File: src/rtl/minigpu_mem_defs.sv
// Shared memory-channel definitions: arbiter state encoding and default widths.
package minigpu_mem_defs;

    typedef enum logic [1:0] {
        IDLE       = 2'd0,
        READ_WAIT  = 2'd1,
        WRITE_WAIT = 2'd2,
        RELAY      = 2'd3
    } arb_state_t;

    localparam int unsigned DEF_NUM_CONSUMERS = 8;
    localparam int unsigned DEF_ADDR_BITS     = 8;
    localparam int unsigned DEF_DATA_BITS     = 8;

    function automatic int unsigned idx_width(input int unsigned n);
        return (n > 1) ? $clog2(n) : 1;
    endfunction

endpackage

File: src/rtl/rr_priority_picker.sv
// Combinational picker: first pending index found when searching upward from the pointer.
module rr_priority_picker
    import minigpu_mem_defs::*;
#(
    parameter  int unsigned WIDTH = DEF_NUM_CONSUMERS,
    localparam int unsigned IDX_W = idx_width(WIDTH)
) (
    input  logic [WIDTH-1:0] pending,
    input  logic [IDX_W-1:0] pointer,
    output logic [WIDTH-1:0] grant,
    output logic [IDX_W-1:0] index,
    output logic             found
);

    int unsigned      cand;
    logic [IDX_W-1:0] cand_idx;

    always_comb begin
        grant    = '0;
        index    = '0;
        found    = 1'b0;
        cand     = 0;
        cand_idx = '0;
        for (int unsigned off = 0; off < WIDTH; off++) begin
            cand     = (32'(pointer) + off) % WIDTH;
            cand_idx = IDX_W'(cand);
            if (!found && pending[cand_idx]) begin
                found           = 1'b1;
                index           = cand_idx;
                grant[cand_idx] = 1'b1;
            end
        end
    end

endmodule

File: src/rtl/mem_channel_arbiter.sv
// Serialises LSU read/write requests onto one memory channel, one transaction at a time.
// Define MEM_ARB_ROUND_ROBIN_EN for rotating-pointer fairness; default is fixed priority.
module mem_channel_arbiter
    import minigpu_mem_defs::*;
#(
    parameter int unsigned NUM_CONSUMERS = DEF_NUM_CONSUMERS,
    parameter int unsigned ADDR_BITS     = DEF_ADDR_BITS,
    parameter int unsigned DATA_BITS     = DEF_DATA_BITS
) (
    input  logic                           clk,
    input  logic                           reset,
    input  logic [NUM_CONSUMERS-1:0]           consumer_read_valid,
    input  logic [NUM_CONSUMERS*ADDR_BITS-1:0] consumer_read_address,
    output logic [NUM_CONSUMERS-1:0]           consumer_read_ready,
    output logic [NUM_CONSUMERS*DATA_BITS-1:0] consumer_read_data,
    input  logic [NUM_CONSUMERS-1:0]           consumer_write_valid,
    input  logic [NUM_CONSUMERS*ADDR_BITS-1:0] consumer_write_address,
    input  logic [NUM_CONSUMERS*DATA_BITS-1:0] consumer_write_data,
    output logic [NUM_CONSUMERS-1:0]           consumer_write_ready,
    output logic                           mem_read_valid,
    output logic [ADDR_BITS-1:0]           mem_read_address,
    input  logic                           mem_read_ready,
    input  logic [DATA_BITS-1:0]           mem_read_data,
    output logic                           mem_write_valid,
    output logic [ADDR_BITS-1:0]           mem_write_address,
    output logic [DATA_BITS-1:0]           mem_write_data,
    input  logic                           mem_write_ready,
    output logic                           busy
);

    localparam int unsigned IDX_W = idx_width(NUM_CONSUMERS);

    arb_state_t       state, nxt_state;
    logic [IDX_W-1:0] grant_idx, nxt_grant_idx;
    logic             served_read, nxt_served_read;
    logic [IDX_W-1:0] rr_ptr;

    logic [NUM_CONSUMERS-1:0] pending;
    logic [NUM_CONSUMERS-1:0] pick_grant;
    logic [IDX_W-1:0]         pick_idx;
    logic                     pick_found;
    logic                     held_valid;

    logic [NUM_CONSUMERS-1:0]           nxt_read_ready;
    logic [NUM_CONSUMERS-1:0]           nxt_write_ready;
    logic [NUM_CONSUMERS*DATA_BITS-1:0] nxt_read_data;
    logic                               nxt_mem_read_valid;
    logic [ADDR_BITS-1:0]               nxt_mem_read_address;
    logic                               nxt_mem_write_valid;
    logic [ADDR_BITS-1:0]               nxt_mem_write_address;
    logic [DATA_BITS-1:0]               nxt_mem_write_data;

    assign pending = consumer_read_valid | consumer_write_valid;
    assign busy    = (state != IDLE);

    rr_priority_picker #(
        .WIDTH (NUM_CONSUMERS)
    ) u_picker (
        .pending (pending),
        .pointer (rr_ptr),
        .grant   (pick_grant),
        .index   (pick_idx),
        .found   (pick_found)
    );

`ifdef MEM_ARB_ROUND_ROBIN_EN
    logic [IDX_W-1:0] nxt_ptr;

    // Wraps explicitly so non-power-of-two requester counts stay in range.
    assign nxt_ptr = (grant_idx == IDX_W'(NUM_CONSUMERS - 1)) ? '0 : grant_idx + 1'b1;

    always_ff @(posedge clk or posedge reset) begin
        if (reset) begin
            rr_ptr <= '0;
        end else if (state == RELAY && nxt_state == IDLE) begin
            rr_ptr <= nxt_ptr;
        end
    end
`else
    assign rr_ptr = '0;
`endif

    assign held_valid = served_read ? consumer_read_valid[grant_idx]
                                    : consumer_write_valid[grant_idx];

    always_ff @(posedge clk or posedge reset) begin
        if (reset) begin
            state                <= IDLE;
            grant_idx            <= '0;
            served_read          <= 1'b0;
            consumer_read_ready  <= '0;
            consumer_write_ready <= '0;
            consumer_read_data   <= '0;
            mem_read_valid       <= 1'b0;
            mem_read_address     <= '0;
            mem_write_valid      <= 1'b0;
            mem_write_address    <= '0;
            mem_write_data       <= '0;
        end else begin
            state                <= nxt_state;
            grant_idx            <= nxt_grant_idx;
            served_read          <= nxt_served_read;
            consumer_read_ready  <= nxt_read_ready;
            consumer_write_ready <= nxt_write_ready;
            consumer_read_data   <= nxt_read_data;
            mem_read_valid       <= nxt_mem_read_valid;
            mem_read_address     <= nxt_mem_read_address;
            mem_write_valid      <= nxt_mem_write_valid;
            mem_write_address    <= nxt_mem_write_address;
            mem_write_data       <= nxt_mem_write_data;
        end
    end

    always_comb begin
        nxt_state             = state;
        nxt_grant_idx         = grant_idx;
        nxt_served_read       = served_read;
        nxt_read_ready        = consumer_read_ready;
        nxt_write_ready       = consumer_write_ready;
        nxt_read_data         = consumer_read_data;
        nxt_mem_read_valid    = mem_read_valid;
        nxt_mem_read_address  = mem_read_address;
        nxt_mem_write_valid   = mem_write_valid;
        nxt_mem_write_address = mem_write_address;
        nxt_mem_write_data    = mem_write_data;

        case (state)
            IDLE: begin
                if (pick_found) begin
                    nxt_grant_idx = pick_idx;
                    // Read wins when the chosen requester asks for both.
                    if (|(pick_grant & consumer_read_valid)) begin
                        nxt_served_read      = 1'b1;
                        nxt_mem_read_valid   = 1'b1;
                        nxt_mem_read_address = consumer_read_address[pick_idx*ADDR_BITS +: ADDR_BITS];
                        nxt_state            = READ_WAIT;
                    end else begin
                        nxt_served_read       = 1'b0;
                        nxt_mem_write_valid   = 1'b1;
                        nxt_mem_write_address = consumer_write_address[pick_idx*ADDR_BITS +: ADDR_BITS];
                        nxt_mem_write_data    = consumer_write_data[pick_idx*DATA_BITS +: DATA_BITS];
                        nxt_state             = WRITE_WAIT;
                    end
                end
            end
            READ_WAIT: begin
                if (mem_read_ready) begin
                    nxt_mem_read_valid = 1'b0;
                    nxt_read_data[grant_idx*DATA_BITS +: DATA_BITS] = mem_read_data;
                    nxt_read_ready[grant_idx] = 1'b1;
                    nxt_state          = RELAY;
                end
            end
            WRITE_WAIT: begin
                if (mem_write_ready) begin
                    nxt_mem_write_valid        = 1'b0;
                    nxt_write_ready[grant_idx] = 1'b1;
                    nxt_state                  = RELAY;
                end
            end
            RELAY: begin
                if (!held_valid) begin
                    nxt_read_ready  = '0;
                    nxt_write_ready = '0;
                    nxt_state       = IDLE;
                end
            end
            default: nxt_state = IDLE;
        endcase
    end

endmodule

File: config.mk
export PLATFORM = sky130hd
export DESIGN_NAME = mem_channel_arbiter
export DESIGN_NICKNAME = d
export VERILOG_FILES = /design/src/rtl/minigpu_mem_defs.sv /design/src/rtl/rr_priority_picker.sv /design/src/rtl/mem_channel_arbiter.sv
export SDC_FILE = /design/constraint.sdc
export NUM_CORES = 1
export LEC_CHECK = 0
export ABC_AREA = 1
export CORE_MARGIN = 2
export CORE_UTILIZATION = 44
export CTS_BUF_LIST = sky130_fd_sc_hd__clkbuf_4 sky130_fd_sc_hd__clkbuf_8
export DETAILED_ROUTE_END_ITERATION = 6
export PLACE_DENSITY = 0.92
export SYNTH_ARGS = -nofsm -noshare
export SYNTH_HDL_FRONTEND = slang
export SYNTH_SLANG_ARGS = --single-unit
export TNS_END_PERCENT = 5
File: constraint.sdc
create_clock -name clk -period 5.1 [get_ports clk]
set_clock_uncertainty 0.15 [all_clocks]
set_input_delay 1.02 -clock clk [delete_from_list [all_inputs] [get_ports clk]]
set_output_delay 1.02 -clock clk [all_outputs]
set_load 0.02 [all_outputs]
-- Yosys cells after proc, flatten, opt, wreduce, memory -nomap -nowiden
Cells that the tools add are included.
- word-level logic and storage cells: 115
- input port bits: 220
- latch bits: 0
- output and inout port bits: 107
- bits in registers: 112
- memories: 0
- memory bits (writable): 0
- ROM bits: 0
- muxes and demuxes: 51
- reductions and logical operators: 31
- bitwise logic cells: 5
- add/subtract/negate cells: 1
- shift operators: 5
- $mul: 0
- magnitude comparators: 2
- eq/ne operators: 9
- div/mod/pow operators: 0
- operator list (kind ; number):
    $shiftx A64 B7 Y8 ; 3
    $bwmux W64 ; 1
    $shift A8 B34 Y64 const A ; 1
    $shiftx A8 B34 Y64 ; 1
    $neg A6 Y34 ; 1
    $mux W8 ; 4
    $pmux W8 S2 ; 2
    $or A8 B8 Y8 ; 3
    $mux W1 ; 21
    $mux W2 ; 8
    $mux W3 ; 5
    $ne A2 B2 Y1 const B ; 6
    $reduce_and A3 Y1 ; 4
    $reduce_and A4 Y1 ; 3
    $reduce_bool A2 Y1 ; 5
    $and A8 B8 Y8 ; 1
    $logic_and A1 B1 Y1 ; 8
    $pmux W2 S4 ; 1
    $reduce_or A8 Y1 ; 1
    $logic_not A1 Y1 ; 7
    $mux W7 ; 1
    $bmux W1 S3 ; 2
    $mux W6 ; 1
    $mux W5 ; 1
    other kinds (10) ; 13

-- Depth between registers and ports, before layout
Gate-level depths: netlist (run 1).
- word-level depth: 28
- mapped depth: 14
- gate-level depth less buffers: 13

-- Cells and area by module
A second synthesis (run 1) with hierarchy kept.
- cell total of the unflattened synthesis: 1296
- area, all modules: 8379.3 um^2
- modules (own cells, without submodules) (module ; cells an instance ; sequential area each (um^2) ; instances ; area each (um^2)):
    mem_channel_arbiter ; 989 ; 2802.7 ; 1 ; 6830.3
    rr_priority_picker ; 307 ; 0.0 ; 1 ; 1549.0

-- Worst setup path after synthesis (run 1)
OpenSTA, ideal clock, no wires.
- path type: input to register
- start point: input port consumer_read_valid[2]
- end point: register mem_write_address[4]
- buffers on the path: 1
- setup slack: 2.470 ns
- required time: 4.832 ns
- setup time: 0.118 ns
- arrival: 2.362 ns
- cell stages on the path: 13
- path through: nor2_1 -> nand2_1 -> nor2_4 -> nand3_1 -> nand2_1 -> inv_2 -> o21ai_2 -> clkbuf_1 -> nand2_1 -> nand3_1 -> nand3_1 -> nand3_1 -> nand2_1
- cells in the longest elaborated chain, start to end: 22
- elaborated cells on any way between the ends: 35
- those cells by class: 1 x shift; 18 x mux; 3 x bitwise; 13 x reduce/logical
- RTL lines (element ; RTL line ; RTL):
    start, declared ; mem_channel_arbiter.sv:12 ; input logic [NUM_CONSUMERS-1:0] consumer_read_valid,
    parallel branches: the longest is 22 deep, another holds $or A8 B8 Y8 ; -- ;
    end signal, assigned ; mem_channel_arbiter.sv:109 ; mem_write_address <= nxt_mem_write_address;
    end, declared ; mem_channel_arbiter.sv:25 ; output logic [ADDR_BITS-1:0] mem_write_address,
Several ways; the timed one is not identified.
A chain may end at the register's enable or synchronous reset.

-- Worst setup path in the final report (run 1)
- start point: register grant_idx[0]
- end point: register consumer_read_data[30]
- cells in the longest elaborated chain, start to end: 3
- elaborated cells on any way between the ends: 4
- those cells by class: 1 x add/sub; 2 x shift; 1 x mux
- RTL lines (element ; RTL line ; RTL):
    start, declared ; mem_channel_arbiter.sv:34 ; logic [IDX_W-1:0] grant_idx, nxt_grant_idx;
    start signal, assigned ; mem_channel_arbiter.sv:101 ; grant_idx <= nxt_grant_idx;
    $neg A6 Y34 (*) ; mem_channel_arbiter.sv:149 ; nxt_read_data[grant_idx*DATA_BITS +: DATA_BITS] = mem_read_data;
    $shiftx A8 B34 Y64 or $shift A8 B34 Y64 (tied branches) ; mem_channel_arbiter.sv:149 ;
    $bwmux W64 (*) ; mem_channel_arbiter.sv:149 ;
    end signal, assigned ; mem_channel_arbiter.sv:105 ; consumer_read_data <= nxt_read_data;
    end, declared ; mem_channel_arbiter.sv:15 ; output logic [NUM_CONSUMERS*DATA_BITS-1:0] consumer_read_data,
Mark *: on every way between the ends. The rest lies on a longest branch, timed or not.

==> qor.json, run 1 <==
{
  "status": "completed",
  "postSynthCellCount": 1193,
  "crit_path_max_fanout": 17,
  "slew_headroom_pct": 19.43,
  "first_global_vias": 8425,
  "mostFrequentLayoutCell": "clkdlybuf4s50_1",
  "wl_per_cell_um": 16.33,
  "critical_path_cell_by_cell": "inv_2, ha_1, ha_1, nand3_1, nor2_1, nand3_1, nand2_1",
  "power_leakage_nw": 5.798,
  "routabilityCongestion": 0.9696,
  "route.antenna.remaining_nets": 0,
  "placed_cell_area_um2": 10960,
  "ctsResizeCount": 0,
  "critical_path.endpoint_type": "register",
  "postSynthAreaPerCell_um2": 6.358,
  "total_routing_usage_reported_by_global_routing_pct": 30.34,
  "final.min_clock_period_ns": 3.620,
  "synth_cell_type_count": 28,
  "chipHeight_um": 135.3,
  "max-cap-violations": 0,
  "die-area_um2": 18300,
  "dpl.cell_count": 1696,
  "finalSetupViolations": 0,
  "max_freq_mhz": 276.2,
  "dr.first_iter.drc_count": 1045,
  "overflow": 0,
  "cts.sink_count": 112,
  "seq_area_frac_synth_pct": 36.95,
  "worstSetupPathType": "reg2reg",
  "power.ir.vdd_worst_mv": 0.2307,
  "start_kind": "register",
  "tns_ns": 0,
  "finalHoldWorstSlack_ns": 0.3438,
  "drc": 0,
  "avgViaCountPerCell": 5.291,
  "cts_inserted_buffers": 9,
  "fin_crit_sh_pct": 70.98,
  "timing.final.max_slew_violations": 0,
  "detailedPlacementHpwl_mm": 21.40,
  "yosysWarnings": 0,
  "crit_path_top_delay_cell": "dfrtp_1",
  "post_cts_buffers": 0,
  "drive_gt1_share_pct": 3.365,
  "htree_levels": 3,
  "num-nets-final": 1708,
  "cts.clk_slew.worst_paths_ns": 0.11,
  "power_per_cell_area_nw_per_um2": 323.7,
  "final_cell_count_no_fill": 1713,
  "grt_first_pass_wirelength_mm": 43.97,
  "synth.cell_area_um2": 7585,
  "antenna_found_initial": 2,
  "synth-seq-cells": 112,
  "worstRegToRegCells": 7,
  "critPathMaxStageDelay_ns": 0.74,
  "cts.root.buffer_cell": "clkbuf_8",
  "initial_utilization_pct": 44.47,
  "worst_pin_slew_ns": 1.207,
  "fill_cells": 1480,
  "crit_required_ns": 5.28,
  "tritoncts": "done",
  "mostFrequentLayoutCells": "clkdlybuf4s50_1 (326), nand2_1 (311), nand3_1 (270)",
  "grt_max_degree": 97,
  "unrepaired_setup_endpoints_after_global_routing": "no",
  "row_count": 48,
  "port-buffer-count": 326,
  "critPathArrivalTime_ns": 3.80,
  "worstHoldPathType": "reg2reg",
  "postRouteWirelength_mm": 27.98,
  "min_path_cells": 2,
  "clkLatencyLatePin_ns": 0.39,
  "die-width_um": 135.3,
  "max-clock-path-buffers": 2,
  "multi_input_area_um2": 3553,
  "syn_to_final_growth_pct": 47.30,
  "placeableCoreArea_um2": 17060,
  "synth_fp_nets": 1419,
  "pin_count": 327,
  "finalHoldViolations": 0,
  "cts_hold_buf": 0,
  "drtPass1Iterations": 6,
  "stdcell_area_um2": 11170,
  "seq_area_um2": 2803,
  "totalPowerFinal_w": 0.003617,
  "dr_total_vias": 9064
}
[layer usage]
metal | share of wire [%] | routed length, um | global-route usage (%)
met5 | 0 | 0 | 0
met4 | 4.0 | 1112 | 12.27
met3 | 8.8 | 2467 | 5.051
met2 | 47 | 13090 | 49.89
met1 | 40 | 11300 | 39.95
[path summary, 6_finish.rpt]
check / slack, ns / from / to
worst max-delay path: 1.48 / grant_idx[0]$_DFFE_PP0P_ / consumer_read_data[30]$_DFFE_PP0P_
worst min-delay path: 0.34 / mem_write_address[0]$_DFFE_PP0P_ / mem_write_address[0]$_DFFE_PP0P_
worst max register to register: 1.48 / grant_idx[0]$_DFFE_PP0P_ / consumer_read_data[30]$_DFFE_PP0P_
worst min register to register: 0.34 / mem_write_address[0]$_DFFE_PP0P_ / mem_write_address[0]$_DFFE_PP0P_
max in group asynchronous: 2.91 / reset / grant_idx[2]$_DFFE_PP0P_
min in group asynchronous: 0.90 / reset / consumer_read_data[41]$_DFFE_PP0P_
[synthesized netlist by cell type]
| cell type | number | share of area (%) |
|---|---|---|
| buf_1 | 5 | 0.25 |
| o41ai_1 | 1 | 0.12 |
| o22ai_1 | 3 | 0.25 |
| buf_2 | 27 | 1.8 |
| clkbuf_1 | 20 | 0.99 |
| o21ai_2 | 1 | 0.12 |
| nand2_1 | 311 | 15 |
| buf_4 | 5 | 0.49 |
| nor2_4 | 1 | 0.15 |
| nand4_2 | 1 | 0.16 |
| buf_6 | 1 | 0.15 |
| nand4_1 | 5 | 0.41 |
| dfrtp_1 | 112 | 37 |
| nor3_4 | 1 | 0.21 |
| nor4_1 | 1 | 0.083 |
| ha_1 | 6 | 0.99 |
| o31ai_1 | 10 | 0.99 |
| mux2_2 | 5 | 0.74 |
| nand3_1 | 270 | 18 |
| nor2_1 | 55 | 2.7 |
| o211ai_1 | 2 | 0.20 |
| inv_1 | 251 | 12 |
| nand3_2 | 2 | 0.26 |
| a21oi_1 | 11 | 0.73 |
| o21ai_0 | 71 | 4.7 |
| nor2_2 | 4 | 0.33 |
| inv_2 | 7 | 0.35 |
| nor3_1 | 4 | 0.26 |
[critical path, delay by kind of cell (launching register included)]
kind	cells	cell delay (ns)
adders and majority gates	2	0.91
buffers and inverters	1	0.24
DFF	1	0.74
and+or+nand+nor	4	1.51
[final cells by class]
class,instances,area share (%)
Timing Repair Buffer,336,29.99
Clock inverter,5,0.6272
Multi-Input combinational cell,765,31.81
Clock buffer,10,1.232
Inverter,258,8.691
Sequential cell,112,25.09
Antenna cell,2,0.04480
Tap cell,225,2.520
[metrics by stage]
step | utilization [%] | worst slack [ns]
after floorplan | - | 0.9710
after global routing | 65.50 | 1.208
final | 65.50 | 1.480
after detailed placement | 64.25 | 1.285
after CTS | 65.47 | 1.524
after global placement | 64.25 | 1.405
[power breakdown]
| part | internal, W | switching (W) |
|---|---|---|
| Sequential | 0.00110 | 0.000163 |
| Clock | 0.000249 | 0.000334 |
| Combinational | 0.000745 | 0.00102 |
| Total | 0.00210 | 0.00152 |
[cells by family (layout without fill, tap and decap cells)]
family | after synthesis | in the layout | share of synthesized area, %
and+or+nand+nor | 655 | 655 | 37.81
other | 0 | 2 | 0
buffers and inverters | 316 | 609 | 16.43
adders and majority gates | 6 | 6 | 0.9897
muxes | 5 | 5 | 0.7423
AOI/OAI and AO/OA | 99 | 99 | 7.077
DFF | 112 | 112 | 36.95
[state kept, by name, indices dropped and copies added (netlist names)]
name,cells
served_read,1
consumer_read_data,64
consumer_write_ready,8
mem_write_address,8
mem_write_valid,1
mem_read_address,8
consumer_read_ready,8
state,2
mem_read_valid,1
mem_write_data,8
grant_idx,3
Note: power is estimated with default switching activity, not from simulation.
==> run 2, diff against run 1 <==
==> constraint.sdc (replaced) <==
create_clock -name clk -period 3.75 [get_ports clk]
set_clock_uncertainty 0.15 [all_clocks]
set_input_delay 0.75 -clock clk [delete_from_list [all_inputs] [get_ports clk]]
set_output_delay 0.75 -clock clk [all_outputs]
set_load 0.02 [all_outputs]
==> run 2 against run 1 <==
Via count down 1.1%. Core utilization increased by 0.40 points. Clock power is 28% higher. Cell area up 0.60%. Critical path depth increased by 4. Count of clock-buffer cells in the layout shrank 1. First-iteration DRC count is 12% lower. Power increased by 35%. Sequential power is 35% higher. Cell count rose by 0.18%. Setup slack worse by 0.88 ns. Sequential cell count did not move.
==> qor.json, run 2 (synthesis results as in run 1) <==
{
  "status": "completed",
  "tritoncts": "done",
  "reg2reg_from": "grant_idx[0]$_DFFE_PP0P_",
  "grt_first_pass_wirelength": {"value": 43.28, "unit": "mm", "change": "-1.6%"},
  "hp-start": "mem_write_data[6]$_DFFE_PP0P_",
  "placeableCoreArea": {"value": 17060, "unit": "um^2", "change": "unchanged"},
  "cts_inserted_buffers": {"value": 9, "change": "unchanged"},
  "drc": {"value": 0, "change": "unchanged"},
  "initial_utilization": {"value": 44.47, "unit": "%", "change": "unchanged"},
  "min_path_cells": {"value": 2, "change": "unchanged"},
  "ctsResizeCount": {"value": 0, "change": "unchanged"},
  "ff2ff_setup_slack": {"value": 0.61, "unit": "ns", "change": "-0.87 ns"},
  "routabilityCongestion": {"value": 0.9796, "change": "+1.0%"},
  "row_count": {"value": 48, "change": "unchanged"},
  "finalSetupViolations": {"value": 0, "change": "unchanged"},
  "die-area": {"value": 18300, "unit": "um^2", "change": "unchanged"},
  "pin_count": {"value": 327, "change": "unchanged"},
  "dr_total_vias": {"value": 8964, "change": "-1.1%"},
  "drtPass1Iterations": {"value": 7, "change": "+1"},
  "worstSetupPathType": "in2reg",
  "syn_to_final_growth_pct": 48.19,
  "postRouteWirelength": {"value": 27.95, "unit": "mm", "change": "-0.10%"},
  "worst_pin_slew": {"value": 1.267, "unit": "ns", "change": "+0.06027 ns"},
  "power_per_cell_area": {"value": 435.4, "unit": "nW/um^2", "change": "+34%"},
  "worstRegToRegCells": {"value": 8, "change": "+1"},
  "num-nets-final": {"value": 1712, "change": "+0.23%"},
  "unrepaired_setup_endpoints_after_global_routing": "no",
  "power.ir.vdd_worst": {"value": 0.3340, "unit": "mV", "change": "+45%"},
  "max-clock-path-buffers": {"value": 2, "change": "unchanged"},
  "post_cts_buffers": {"value": 0, "change": "unchanged"},
  "route.antenna.remaining_nets": {"value": 0, "change": "unchanged"},
  "slew_headroom": {"value": 15.41, "unit": "%", "change": "-4.0 points"},
  "cts.clk_slew.worst_paths": {"value": 0.12, "unit": "ns", "change": "about the same"},
  "max-cap-violations": {"value": 0, "change": "unchanged"},
  "met2_wl_post_dr": {"value": 13.17, "unit": "mm", "change": "+0.61%"},
  "tns": {"value": 0, "unit": "ns", "change": "unchanged"},
  "drive_gt1_share": {"value": 3.689, "unit": "%", "change": "+0.32 points"},
  "power_leakage": {"value": 5.817, "unit": "nW", "change": "+0.33%"},
  "first_global_vias": {"value": 8450, "change": "+0.30%"},
  "cts_hold_buf": {"value": 0, "change": "unchanged"},
  "die-width": {"value": 135.3, "unit": "um", "change": "unchanged"},
  "wl_per_cell": {"value": 16.29, "unit": "um", "change": "-0.28%"},
  "timing.final.max_slew_violations": {"value": 0, "change": "unchanged"},
  "largest_register_ff_count": {"value": 64, "change": "unchanged"},
  "fin_crit_sh_pct": 84.12,
  "mostFrequentLayoutCell": "clkdlybuf4s50_1",
  "m1WireLength": {"value": 11.19, "unit": "mm", "change": "-1.0%"},
  "registers.top_by_ff_count": "consumer_read_data",
  "cts.root.buffer_cell": "clkbuf_8",
  "rr_endpoint": "consumer_read_data[11]$_DFFE_PP0P_",
  "antenna_found_initial": {"value": 0, "change": "-2"},
  "finalHoldWorstSlack": {"value": 0.3499, "unit": "ns", "change": "+0.006038 ns"},
  "crit_path_max_fanout": {"value": 24, "change": "+7"},
  "chipHeight": {"value": 135.3, "unit": "um", "change": "unchanged"},
  "port-buffer-count": {"value": 326, "change": "unchanged"},
  "antenna_cells": {"value": 0, "change": "-2"},
  "dr.first_iter.drc_count": {"value": 918, "change": "-12%"},
  "detailedPlacementHpwl": {"value": 21.18, "unit": "mm", "change": "-1.0%"},
  "avgViaCountPerCell": {"value": 5.224, "change": "-1.3%"},
  "clkLatencyLatePin": {"value": 0.39, "unit": "ns", "change": "about the same"},
  "cts.sink_count": {"value": 112, "change": "unchanged"},
  "overflow": {"value": 0, "change": "unchanged"},
  "highest_layer_used_for_signal_routing": "met4",
  "max_freq_mhz": 317.0,
  "worstHoldPathType": "reg2reg",
  "final.min_clock_period_ns": 3.154,
  "htree_levels": {"value": 3, "change": "unchanged"},
  "crit_required": {"value": 3.91, "unit": "ns", "change": "-1.37 ns"},
  "timing.hold.worst_endpoint": "mem_write_data[6]$_DFFE_PP0P_",
  "mostFrequentLayoutCells": "clkdlybuf4s50_1 (326), nand2_1 (311), nand3_1 (270)",
  "start_kind": "primary input",
  "total_routing_usage_reported_by_global_routing": {"value": 30.11, "unit": "%", "change": "-0.23 points"},
  "wire_length_on_met3": {"value": 2.263, "unit": "mm", "change": "-8.3%"},
  "critical_path.endpoint_type": "register",
  "critPathArrivalTime": {"value": 3.31, "unit": "ns", "change": "-0.49 ns"},
  "finalHoldViolations": {"value": 0, "change": "unchanged"},
  "grt_max_degree": {"value": 92, "change": "-5.2%"}
}
## run 2: changes by cell type in the layout (fill, tap and decap cells not counted)
cell	before	now
bufinv_16	1	0
clkinvlp_4	0	3
clkinv_2	0	1
clkinv_8	0	2
inv_6	2	0
inv_4	1	0
buf_12	1	5
clkbuf_8	10	9
diode_2	2	0
## run 2: worst max-delay path by stage
stage / endpoint / cells after the start / from
2_1_floorplan: consumer_read_data[41]$_DFFE_PP0P_ / 9 / grant_idx[1]$_DFFE_PP0P_
3_3_place_gp: mem_write_data[0]$_DFFE_PP0P_ / 12 / consumer_read_valid[5]
3_5_place_dp: mem_write_data[0]$_DFFE_PP0P_ / 13 / consumer_read_valid[0]
4_1_cts: consumer_read_data[11]$_DFFE_PP0P_ / 8 / grant_idx[0]$_DFFE_PP0P_
5_1_grt: consumer_read_data[11]$_DFFE_PP0P_ / 8 / grant_idx[0]$_DFFE_PP0P_
6_report: mem_write_address[6]$_DFFE_PP0P_ / 11 / consumer_read_valid[5]
## run 2: layout make-up
type | instances | area (um^2)
Inverter | 258 | 972.2
Timing Repair Buffer | 340 | 3431
Sequential cell | 112 | 2803
Fill cell | 1475 | 5817
Tap cell | 225 | 281.5
Multi-Input combinational cell | 765 | 3553
Clock inverter | 7 | 75.07
Clock buffer | 9 | 123.9
## run 2: critical path: stages
cell and delay (ns):
clkdlybuf4s50_1 0.47, nor2_1 0.26, inv_1 0.15, nand3_1 0.11
nand2_1 0.09, nor2_2 0.98, nand2_1 0.14, nand3_1 0.13
nand3_1 0.08, nand3_1 0.08, nand2_1 0.05
## run 2: per-stage QoR
| step | std cells | total power, W | setup WS (ns) | cell area, um^2 | util, % |
|---|---|---|---|---|---|
| floorplan | 1193 | 0.002993 | 1.364 | 7589 | - |
| global placement | 1700 | 0.004075 | 0.3863 | 11040 | 64.73 |
| detailed placement | 1700 | 0.004139 | 0.3125 | 11040 | 64.73 |
| CTS | 1716 | 0.004888 | 0.6448 | 11240 | 65.90 |
| global route | 1716 | 0.005179 | 0.3863 | 11240 | 65.90 |
| finish | 1716 | 0.004893 | 0.5956 | 11240 | 65.90 |
## run 2: power breakdown
| part | switching [W] | internal [W] | leakage (nW) |
|---|---|---|---|
| clock network | 0.000487 | 0.000262 | 0.0948 |
| registers | 0.000220 | 0.00150 | 1.50 |
| logic | 0.00139 | 0.00103 | 4.23 |
| total | 0.00210 | 0.00279 | 5.82 |
## run 2: layer usage
layer	track usage [%]	vias up
met5	0	-
met4	14.58	0
met3	4.564	87
met2	49.41	489
met1	39.04	4091
li1	-	4297
==> run 3, diff against run 2 <==
==> constraint.sdc (replaced) <==
create_clock -name clk -period 3.2 [get_ports clk]
set_clock_uncertainty 0.15 [all_clocks]
set_input_delay 0.64 -clock clk [delete_from_list [all_inputs] [get_ports clk]]
set_output_delay 0.64 -clock clk [all_outputs]
set_load 0.02 [all_outputs]
==> run 3 against run 2 <==
Hold slack worse by 0.0027 ns. Wire length increased by 2.7%. Power up 19%. Via count grew 2.1%. Die area unchanged. Highest routed layer unchanged. Critical endpoint is now mem_write_data[3]$_DFFE_PP0P_. Clock power up 27%. Sequential power grew 17%.
==> qor.json, run 3 (synthesis results as in run 1) <==
{
  "status": "completed",
  "fin_crit_sh_pct": 93.63,
  "mostFrequentLayoutCells": "clkdlybuf4s50_1 (326), nand2_1 (311), nand3_1 (270)",
  "critical_path.endpoint_type": "register",
  "chipHeight": {"value": 135.3, "unit": "um", "change": "unchanged"},
  "largest_register_ff_count": {"value": 64, "change": "unchanged"},
  "start_kind": "primary input",
  "cts_inserted_buffers": {"value": 9, "change": "unchanged"},
  "crit_path_max_fanout": {"value": 24, "change": "unchanged"},
  "power_per_cell_area": {"value": 511.5, "unit": "nW/um^2", "change": "+17%"},
  "port-buffer-count": {"value": 326, "change": "unchanged"},
  "cts_hold_buf": {"value": 0, "change": "unchanged"},
  "dr_total_vias": {"value": 9155, "change": "+2.1%"},
  "cts.sink_count": {"value": 112, "change": "unchanged"},
  "clkLatencyLatePin": {"value": 0.39, "unit": "ns", "change": "about the same"},
  "placed_cell_area": {"value": 11190, "unit": "um^2", "change": "+1.3%"},
  "avgViaCountPerCell": {"value": 5.283, "change": "+1.1%"},
  "max-clock-path-buffers": {"value": 2, "change": "unchanged"},
  "tritoncts": "done",
  "dr.first_iter.drc_count": {"value": 869, "change": "-5.3%"},
  "overflow": {"value": 0, "change": "unchanged"},
  "mostFrequentLayoutCell": "clkdlybuf4s50_1",
  "worst_pin_slew": {"value": 1.166, "unit": "ns", "change": "-0.1016 ns"},
  "power.ir.vdd_worst": {"value": 0.3477, "unit": "mV", "change": "+4.1%"},
  "antenna_found_initial": {"value": 1, "change": "+1"},
  "cts.root.buffer_cell": "clkbuf_8",
  "timing.final.max_slew_violations": {"value": 0, "change": "unchanged"},
  "critical_path.most_common_cell": "nand3_1",
  "min_path_cells": {"value": 2, "change": "unchanged"},
  "placeableCoreArea": {"value": 17060, "unit": "um^2", "change": "unchanged"},
  "route.antenna.remaining_nets": {"value": 0, "change": "unchanged"},
  "postRouteWirelength": {"value": 28.70, "unit": "mm", "change": "+2.7%"},
  "worstSetupPathType": "in2reg",
  "power_leakage": {"value": 5.923, "unit": "nW", "change": "+1.8%"},
  "worstRegToRegCells": {"value": 7, "change": "-1"},
  "wl_per_cell": {"value": 16.56, "unit": "um", "change": "+1.7%"},
  "tns": {"value": 0, "unit": "ns", "change": "unchanged"},
  "drtPass1Iterations": {"value": 6, "change": "-1"},
  "finalHoldViolations": {"value": 0, "change": "unchanged"},
  "die-width": {"value": 135.3, "unit": "um", "change": "unchanged"},
  "cts.clk_slew.worst_paths": {"value": 0.12, "unit": "ns", "change": "about the same"},
  "crit_required": {"value": 3.34, "unit": "ns", "change": "-0.57 ns"},
  "max-cap-violations": {"value": 0, "change": "unchanged"},
  "critical_path_cell_by_cell": "clkdlybuf4s50_1, nor2_1, inv_1, buf_4, o31ai_1, nand3_2, inv_2, nand3_1, nand3_1, nand2_1",
  "slew_headroom": {"value": 22.19, "unit": "%", "change": "+6.8 points"},
  "worstHoldPathType": "reg2reg",
  "first_global_vias": {"value": 8808, "change": "+4.2%"},
  "ctsResizeCount": {"value": 0, "change": "unchanged"},
  "registers.top_by_ff_count": "consumer_read_data",
  "crit_path_top_delay_cell": "inv_2",
  "pin_count": {"value": 327, "change": "unchanged"},
  "finalHoldWorstSlack": {"value": 0.3472, "unit": "ns", "change": "-0.002696 ns"},
  "total_routing_usage_reported_by_global_routing": {"value": 31.08, "unit": "%", "change": "+0.96 points"},
  "num-nets-final": {"value": 1728, "change": "+0.93%"},
  "grt_max_degree": {"value": 73, "change": "-21%"},
  "critPathArrivalTime": {"value": 3.14, "unit": "ns", "change": "-0.17 ns"},
  "drc": {"value": 0, "change": "unchanged"},
  "unrepaired_setup_endpoints_after_global_routing": "no",
  "stdcell_area": {"value": 11410, "unit": "um^2", "change": "+1.5%"},
  "row_count": {"value": 48, "change": "unchanged"},
  "post_cts_buffers": {"value": 0, "change": "unchanged"},
  "detailedPlacementHpwl": {"value": 22.13, "unit": "mm", "change": "+4.5%"},
  "final.min_clock_period_ns": 2.996,
  "htree_levels": {"value": 3, "change": "unchanged"},
  "finalSetupViolations": {"value": 0, "change": "unchanged"},
  "grt_first_pass_wirelength": {"value": 44.71, "unit": "mm", "change": "+3.3%"},
  "initial_utilization": {"value": 44.47, "unit": "%", "change": "unchanged"},
  "critPathMaxStageDelay": {"value": 0.47, "unit": "ns", "change": "-0.51 ns"},
  "drive_gt1_share": {"value": 4.711, "unit": "%", "change": "+1.0 points"},
  "syn_to_final_growth_pct": 50.44,
  "max_freq_mhz": 333.8,
  "die-area": {"value": 18300, "unit": "um^2", "change": "unchanged"},
  "routabilityCongestion": {"value": 0.9901, "change": "+1.1%"}
}
run 3: final timing paths:
path	from	to	slack, ns
max in group asynchronous	reset	consumer_read_ready[0]$_DFFE_PP0P_	1.71
setup / recovery	consumer_write_valid[5]	mem_write_data[3]$_DFFE_PP0P_	0.20
hold / removal	mem_read_address[2]$_DFFE_PP0P_	mem_read_address[2]$_DFFE_PP0P_	0.35
setup reg to reg	grant_idx[1]$_DFFE_PP0P_	consumer_read_data[10]$_DFFE_PP0P_	0.34
hold reg to reg	mem_read_address[2]$_DFFE_PP0P_	mem_read_address[2]$_DFFE_PP0P_	0.35
min in group asynchronous	reset	mem_write_address[3]$_DFFE_PP0P_	0.41
run 3: final cells by class:
| cell class | instances | area (um^2) |
|---|---|---|
| Antenna cell | 1 | 2.502 |
| Clock buffer | 9 | 123.9 |
| Clock inverter | 7 | 98.84 |
| Fill cell | 1429 | 5645 |
| Inverter | 258 | 972.2 |
| Multi-Input combinational cell | 765 | 3553 |
| Sequential cell | 112 | 2803 |
| Tap cell | 225 | 281.5 |
| Timing Repair Buffer | 356 | 3576 |
run 3: through the flow:
stage | util [%] | instances | power [W] | setup slack (ns)
after floorplan | - | 1193 | 0.003507 | 0.8138
after global placement | 65.58 | 1716 | 0.004799 | -0.09991
after detailed placement | 65.58 | 1716 | 0.004869 | -0.1921
after CTS | 66.89 | 1732 | 0.005815 | 0.2030
after global routing | 66.90 | 1733 | 0.006178 | 0.03282
final | 66.90 | 1733 | 0.005837 | 0.2039
run 3: critical path: cells and delay by family:
kind | cells | cell delay (ns)
buffers and inverters | 4 | 1.18
and+or+nand+nor | 5 | 0.99
AOI/OAI and AO/OA | 1 | 0.31
run 3: routing by layer:
metal	GRT usage [%]	vias to the layer above	share of wire (%)
li1	-	4326	-
met1	39.08	4259	40
met2	52.23	488	48
met3	5.462	82	8.2
met4	14.29	0	4.1
met5	0	-	0
run 3: where the power goes:
group	switching (W)	internal, W	total, W	leakage (nW)
combinational	0.00165	0.00123	0.00288	4.32
clock	0.000565	0.000387	0.000951	0.108
sequential	0.000248	0.00176	0.00201	1.50
